<file path="config.mk">
export PLATFORM = sky130hd
export DESIGN_NAME = grf_write_queue
export DESIGN_NICKNAME = d
export VERILOG_FILES = /design/src/rtl/grf_wq_pkg.sv /design/src/rtl/grf_wq_fifo.sv /design/src/rtl/grf_write_queue.sv
export SDC_FILE = /design/constraint.sdc
export NUM_CORES = 1
export LEC_CHECK = 0
export ABC_AREA = 1
export BUFFER_PORTS_ARGS = -buffer_cell sky130_fd_sc_hd__buf_2
export CORE_MARGIN = 5
export CORE_UTILIZATION = 50
export CTS_CLUSTER_DIAMETER = 150
export CTS_CLUSTER_SIZE = 25
export DETAILED_ROUTE_END_ITERATION = 16
export PLACE_DENSITY = 0.8
export SLEW_MARGIN = 10
export SYNTH_ARGS = -nofsm -noshare
export SYNTH_HDL_FRONTEND = slang
export SYNTH_SLANG_ARGS = --single-unit
export TNS_END_PERCENT = 50
</file>
<file path="constraint.sdc">
create_clock -name clk -period 4 [get_ports clk]
set_input_delay 0.4 -clock clk [delete_from_list [all_inputs] [get_ports clk]]
set_output_delay 0.4 -clock clk [all_outputs]
set_load 0.005 [all_outputs]
</file>
<file path="src/rtl/grf_wq_pkg.sv">
`default_nettype none
// ============================================================================
// Module   : grf_wq_pkg
// Purpose  : Shared types and constants for the GRF write queue.
// Revision : 1.0 - initial release
// ============================================================================
package grf_wq_pkg;
    localparam int DEFAULT_DEPTH  = 4;
    localparam int DEFAULT_DATA_W = 32;
    localparam logic [4:0] REG_ZERO = 5'd0;

    typedef struct packed {
        logic [4:0]                addr;
        logic [DEFAULT_DATA_W-1:0] data;
        logic [31:0]               pc;
    } grf_wq_entry_t;
endpackage
`default_nettype wire

</file>
<file path="src/rtl/grf_wq_fifo.sv">
`default_nettype none
// ============================================================================
// Module   : grf_wq_fifo
// Purpose  : MDU result FIFO with squash-by-address and per-entry query match.
//            GRF_WRITE_QUEUE_FORWARD_EN exposes entry data ordered by age.
// Revision : 1.0 - initial release
// ============================================================================
module grf_wq_fifo
    import grf_wq_pkg::*;
#(
    parameter int DEPTH  = DEFAULT_DEPTH,
    parameter int DATA_W = DEFAULT_DATA_W
) (
    input  logic                      clk,
    input  logic                      reset,
    input  logic                      i_push,
    input  logic [4:0]                i_push_addr,
    input  logic [DATA_W-1:0]         i_push_data,
    input  logic [31:0]               i_push_pc,
    input  logic                      i_pop,
    input  logic [4:0]                i_squash_addr,
    input  logic [4:0]                i_q1_addr,
    input  logic [4:0]                i_q2_addr,
    output logic [$clog2(DEPTH):0]    o_count,
    output logic [4:0]                o_head_addr,
    output logic [DATA_W-1:0]         o_head_data,
    output logic [31:0]               o_head_pc,
`ifdef GRF_WRITE_QUEUE_FORWARD_EN
    output logic [DEPTH*DATA_W-1:0]   o_age_data,
`endif
    output logic [DEPTH-1:0]          o_q1_match,
    output logic [DEPTH-1:0]          o_q2_match
);
    localparam int PW = $clog2(DEPTH);
    localparam int CW = PW + 1;

    logic [4:0]        r_addr [DEPTH];
    logic [DATA_W-1:0] r_data [DEPTH];
    logic [31:0]       r_pc   [DEPTH];
    logic [PW-1:0]     r_head;
    logic [PW-1:0]     r_tail;
    logic [CW-1:0]     r_count;
    logic [4:0]        w_push_addr;

    // An MDU result arriving alongside a pipeline write to the same register
    // is older than that write, so it is squashed on entry.
    assign w_push_addr = (i_push_addr == i_squash_addr) ? REG_ZERO : i_push_addr;

    always_ff @(posedge clk) begin
        if (reset) begin
            r_head  <= '0;
            r_tail  <= '0;
            r_count <= '0;
        end else begin
            if (i_push) r_tail <= r_tail + PW'(1);
            if (i_pop)  r_head <= r_head + PW'(1);
            r_count <= r_count + CW'(i_push) - CW'(i_pop);
        end
    end

    always_ff @(posedge clk) begin
        for (int i = 0; i < DEPTH; i++) begin
            if (i_squash_addr != REG_ZERO && r_addr[i] == i_squash_addr)
                r_addr[i] <= REG_ZERO;
        end
        if (i_push) begin
            r_addr[r_tail] <= w_push_addr;
            r_data[r_tail] <= i_push_data;
            r_pc[r_tail]   <= i_push_pc;
        end
    end

    assign o_count     = r_count;
    assign o_head_addr = r_addr[r_head];
    assign o_head_data = r_data[r_head];
    assign o_head_pc   = r_pc[r_head];

    // Entry k of the age view is the k-th oldest; higher k is younger.
    for (genvar k = 0; k < DEPTH; k++) begin : g_age
        logic [PW-1:0] w_idx;
        logic          w_live;
        assign w_idx  = r_head + PW'(k);
        assign w_live = CW'(k) < r_count;
        assign o_q1_match[k] = w_live && (i_q1_addr != REG_ZERO) && (r_addr[w_idx] == i_q1_addr);
        assign o_q2_match[k] = w_live && (i_q2_addr != REG_ZERO) && (r_addr[w_idx] == i_q2_addr);
`ifdef GRF_WRITE_QUEUE_FORWARD_EN
        assign o_age_data[k*DATA_W +: DATA_W] = r_data[w_idx];
`endif
    end
endmodule
`default_nettype wire

</file>
<file path="src/rtl/grf_write_queue.sv">
`default_nettype none
// ============================================================================
// Module   : grf_write_queue
// Purpose  : Merges pipeline writeback and queued MDU results onto the single
//            register-file write port; answers two hazard queries per cycle.
//            Define GRF_WRITE_QUEUE_FORWARD_EN to build the forwarding muxes.
// Revision : 1.0 - initial release
// ============================================================================
module grf_write_queue
    import grf_wq_pkg::*;
#(
    parameter int DEPTH  = DEFAULT_DEPTH,
    parameter int DATA_W = DEFAULT_DATA_W
) (
    input  logic                   clk,
    input  logic                   reset,
    input  logic [4:0]             i_pipe_addr,
    input  logic [DATA_W-1:0]      i_pipe_data,
    input  logic [31:0]            i_pipe_pc,
    input  logic                   i_mdu_valid,
    output logic                   o_mdu_ready,
    input  logic [4:0]             i_mdu_addr,
    input  logic [DATA_W-1:0]      i_mdu_data,
    input  logic [31:0]            i_mdu_pc,
    output logic [4:0]             o_wr_addr,
    output logic [DATA_W-1:0]      o_wr_data,
    output logic [31:0]            o_wr_pc,
    input  logic [4:0]             i_q1_addr,
    input  logic [4:0]             i_q2_addr,
    output logic                   o_q1_pending,
    output logic                   o_q2_pending,
    output logic [DATA_W-1:0]      o_q1_data,
    output logic [DATA_W-1:0]      o_q2_data,
    output logic [$clog2(DEPTH):0] o_count
);
    localparam int CW = $clog2(DEPTH) + 1;

    logic [CW-1:0]     w_count;
    logic              w_ready;
    logic              w_pipe_wr;
    logic              w_push;
    logic              w_pop;
    logic [4:0]        w_head_addr;
    logic [DATA_W-1:0] w_head_data;
    logic [31:0]       w_head_pc;
    logic [DEPTH-1:0]  w_q1_match;
    logic [DEPTH-1:0]  w_q2_match;
    logic [4:0]        r_wr_addr;
    logic [DATA_W-1:0] r_wr_data;
    logic [31:0]       r_wr_pc;
`ifdef GRF_WRITE_QUEUE_FORWARD_EN
    logic [DEPTH*DATA_W-1:0] w_age_data;
`endif

    // Readiness looks at occupancy only, so a full queue never accepts even
    // on a cycle where the head pops.
    assign w_ready   = !reset && (w_count < CW'(DEPTH));
    assign w_pipe_wr = (i_pipe_addr != REG_ZERO);
    assign w_push    = i_mdu_valid && w_ready && (i_mdu_addr != REG_ZERO);
    assign w_pop     = !w_pipe_wr && (w_count != '0);

    grf_wq_fifo #(
        .DEPTH  (DEPTH),
        .DATA_W (DATA_W)
    ) u_fifo (
        .clk           (clk),
        .reset         (reset),
        .i_push        (w_push),
        .i_push_addr   (i_mdu_addr),
        .i_push_data   (i_mdu_data),
        .i_push_pc     (i_mdu_pc),
        .i_pop         (w_pop),
        .i_squash_addr (i_pipe_addr),
        .i_q1_addr     (i_q1_addr),
        .i_q2_addr     (i_q2_addr),
        .o_count       (w_count),
        .o_head_addr   (w_head_addr),
        .o_head_data   (w_head_data),
        .o_head_pc     (w_head_pc),
`ifdef GRF_WRITE_QUEUE_FORWARD_EN
        .o_age_data    (w_age_data),
`endif
        .o_q1_match    (w_q1_match),
        .o_q2_match    (w_q2_match)
    );

    always_ff @(posedge clk) begin
        if (reset) begin
            r_wr_addr <= REG_ZERO;
            r_wr_data <= '0;
            r_wr_pc   <= '0;
        end else if (w_pipe_wr) begin
            r_wr_addr <= i_pipe_addr;
            r_wr_data <= i_pipe_data;
            r_wr_pc   <= i_pipe_pc;
        end else if (w_pop) begin
            r_wr_addr <= w_head_addr;
            r_wr_data <= w_head_data;
            r_wr_pc   <= w_head_pc;
        end else begin
            r_wr_addr <= REG_ZERO;
            r_wr_data <= '0;
            r_wr_pc   <= '0;
        end
    end

    // The write on wr_* is still in flight: the register file commits it at
    // the next edge but reads combinationally.
    assign o_q1_pending = (i_q1_addr != REG_ZERO) && ((i_q1_addr == r_wr_addr) || (|w_q1_match));
    assign o_q2_pending = (i_q2_addr != REG_ZERO) && ((i_q2_addr == r_wr_addr) || (|w_q2_match));

`ifdef GRF_WRITE_QUEUE_FORWARD_EN
    function automatic logic [DATA_W-1:0] f_youngest(
        input logic [4:0]              a,
        input logic [DEPTH-1:0]        m,
        input logic [4:0]              wa,
        input logic [DATA_W-1:0]       wd,
        input logic [DEPTH*DATA_W-1:0] ad
    );
        logic [DATA_W-1:0] d;
        d = '0;
        if (a != REG_ZERO && a == wa) d = wd;
        for (int k = 0; k < DEPTH; k++) begin
            if (m[k]) d = ad[k*DATA_W +: DATA_W];
        end
        return d;
    endfunction

    assign o_q1_data = f_youngest(i_q1_addr, w_q1_match, r_wr_addr, r_wr_data, w_age_data);
    assign o_q2_data = f_youngest(i_q2_addr, w_q2_match, r_wr_addr, r_wr_data, w_age_data);
`else
    assign o_q1_data = '0;
    assign o_q2_data = '0;
`endif

    assign o_mdu_ready = w_ready;
    assign o_count     = w_count;
    assign o_wr_addr   = r_wr_addr;
    assign o_wr_data   = r_wr_data;
    assign o_wr_pc     = r_wr_pc;
endmodule
`default_nettype wire

</file>
==> impl_metrics.yaml <==
timing:
  max_freq_mhz: 326
  hold_violations: 0
  fin_crit_sh_pct: 76.7
  finalWorstSetupSlack_ns: 0.932
  slew_violations: 0
  tightest_slew_ns: 1.07
  timing.clock.skew_ns: 0.0276
  slew_headroom_pct: 28.3
  whs_ns: 0.0864
  finalCriticalPeriod_ns: 3.07
  grt_setup_unrepaired: "false"
  finalSetupTns_ns: 0
  setup_violations: 0
floorplan:
  die_h_um: 187
  die_w_um: 187
  initial_core_util_pct: 50.9
  rows: 64
  die-area_mm2: 0.0348
  ios: 290
  core_area_mm2: 0.0307
final_layout:
  fillers: 2577
  final_util_pct: 56.1
  num-nets-final: 1870
  layout-drive-gt1-share_pct: 16.9
  area_delta_synth_final_pct: 10.2
clock_network:
  clock-sinks: 354
  insertion_delay_ns: 0.52
  cts_root_buffer: "clkbuf_16"
  cts.clk_slew.worst_paths_ns: 0.11
  cts_buffer_depth: 3
  cts_buffers: 18
  cts_tree: "built"
  htreeDepth: 1
  post_cts_buffers: 0
  ctsHoldBuffers: 0
  cts.repair.resized: 0
global_route:
  grt_pass1_wl_um: 62700
  grt_use_total_pct: 22.2
  grt_overflow_total: 0
  antenna_found_initial: 13
  grt_max_degree: 111
  first_global_vias: 11400
placement:
  gp_congestion: 0.956
  dpl_worst_slack_ns: 1.28
  dp_hpwl_um: 26500
  portBuffers: 225
yosys:
  syn_area_per_cell_um2: 10.2
  synth_top_area_share_pct: 53.1
  synth.top_cells.by_area: "edfxtp_1 (53%), dfxtp_1 (10%), nand2_1 (8.3%), nor2_1 (4.8%), o21ai_0 (4.0%)"
  synth_area_leader_cell: "edfxtp_1"
  yosysUniqueCellTypes: 37
  synthCells: 1534
  ys_warn_count: 0
  synth_ff_type: "edfxtp_1"
  synth-seq-cells: 354
  synth_edf_count: 276
  async_reset_ff_share_pct: 0
  yosysSeqAreaShare_pct: 63.1
  synth_area_mm2: 0.0156
power_and_ir_drop:
  power_density_mw_per_mm2: 396
  power_uw: 6810
  p_leak_uw: 0.00700
  irDropWorstVdd_uv: 368
detailed_routing:
  met1Wirelength_um: 16200
  post_drt_wl_per_cell_um: 19.2
  viasPerCell: 5.49
  wl_met3_um: 3640
  routed.top_layer: "met5"
  firstDrtPassIters: 5
  num_vias: 11600
  drc_errors: 0
  routed_wl_um: 40700
  antenna_left: 0
  drt_iter0_markers: 982
  met2_length_um: 19500
worst_hold_path:
  hp-class: "in -> reg"
  whs_endpoint: "u_fifo.r_data[1][28]"
  hold_depth: 1
  hold_start: "i_mdu_data[28]"
worst_setup_path:
  critPathArrivalTime_ns: 2.67
  cpMaxStageDelayCell: "dfxtp_4"
  end_kind: "output port"
  critPathMaxFanout: 66
  crit-reg2reg-capture: "o_wr_data[29]"
  cpMostUsedCell: "nand3_1"
  reg2reg_slack_ns: 1.38
  ff2ff_path_depth: 6
  cpPeakStageDelay_ns: 0.81
  startpoint_type: "register"
  crit_type: "reg -> out"
  path_cells: "inv_4 > nand2_1 > nand3_1 > nand3_1 > nand2_1 > nor2_1 > nand3_1 > nand3_1 > nor2_1 > nor2_1 > buf_2"
  crit_required_ns: 3.60
status:
  outcome: "complete, no violations"
flow_run:
  drv_cap: 0
==> routing by layer <==
layer / vias to the layer above / GRT usage [%]
met4: 16 / 7.01
met5: - / 0
met2: 505 / 37.2
met3: 90 / 4.76
met1: 5535 / 29.0
li1: 5500 / -
==> report_power, final <==
part / switching [uW] / leakage [uW] / internal [uW]
clock network: 1130 / 0.000260 / 910
logic: 400 / 0.00358 / 218
registers: 59.5 / 0.00316 / 4100
==> worst max-delay path, delay by kind of cell (launching register included) <==
family	cells	cell delay, ns
buffers and inverters	2	0.41
flip-flops	1	0.81
AND/OR/NAND/NOR	9	0.93
==> stage by stage <==
stage               instances  instance area [um^2]
finish                   2123                 17200
CTS                      2118                 17200
global route             2121                 17200
floorplan                1597                 15800
global placement         2086                 16600
detailed placement       2086                 16600
==> cells in the final DEF (no fill, tap or decap), types with 19 or more instances in the layout <==
master     count
conb_1        64
dfxtp_1       76
inv_1         50
o22ai_1       74
nand3_1       72
nand2_1      346
o21ai_1       19
a21oi_1       77
edfxtp_1     276
nor2_1       201
o21ai_0      124
clkbuf_16     19
buf_2        225
==> cell type report <==
| cell class | count | area, um^2 | share of cell area (%) |
|---|---|---|---|
| antenna | 5 | 12.5 | 0.0728 |
| clock buffer | 30 | 517 | 3.01 |
| clock inverter | 2 | 27.5 | 0.160 |
| inverter | 62 | 245 | 1.43 |
| multi-input combinational | 1036 | 4770 | 27.7 |
| sequential | 354 | 9850 | 57.3 |
| tap | 396 | 495 | 2.88 |
| timing repair buffer | 238 | 1270 | 7.41 |
==> cell families (layout without fill, tap and decap cells) <==
family                   after synthesis  count (layout)  share of synthesized area (%)
XOR/XNOR                              11              11                          0.617
AND/OR/NAND/NOR                      645             645                           16.8
adder cells (fa/ha/maj)                9               9                          0.770
buffers and inverters                207             332                           7.92
other                                  1              69                         0.0240
AO/OA/AOI/OAI                        307             307                           10.8
flip-flops                           354             354                           63.1
==> Yosys cell counts, types with 3 or more instances <==
library cell,number
nand2_1,346
edfxtp_1,276
nor2_1,201
o21ai_0,124
dfxtp_1,78
a21oi_1,77
o22ai_1,74
buf_4,72
nand3_1,72
inv_1,54
buf_2,31
clkbuf_1,23
buf_6,19
o21ai_1,19
ha_1,8
nand2_2,7
xor2_1,7
nand3_2,6
inv_2,5
xnor2_1,4
a221oi_1,3
inv_4,3
nand4_1,3
nor3_1,3
o2111ai_1,3
==> how the worst max path moves through the flow <==
stage	to	cells past startpoint	start	slack (ns)
3_3_place_gp	u_fifo.r_addr[3][1]	6	i_pipe_addr[4]	1.37
4_1_cts	o_q1_pending	11	register	0.91
3_5_place_dp	u_fifo.r_addr[3][4]	6	i_pipe_addr[4]	1.28
6_report	o_q1_pending	11	register	0.93
2_1_floorplan	u_fifo.r_addr[0][0]	6	reset	1.15
5_1_grt	o_q1_pending	11	register	0.65
==> sequential cells by signal (all words and copies together), names as in the netlist, named ones only <==
signal          cells
u_fifo.r_data     128
u_fifo.r_pc       128
o_wr_data          32
o_wr_pc            32
u_fifo.r_addr      20
o_wr_addr           5
u_fifo.o_count      3
u_fifo.r_head       2
u_fifo.r_tail       2
(Power assumes the default switching activity.)
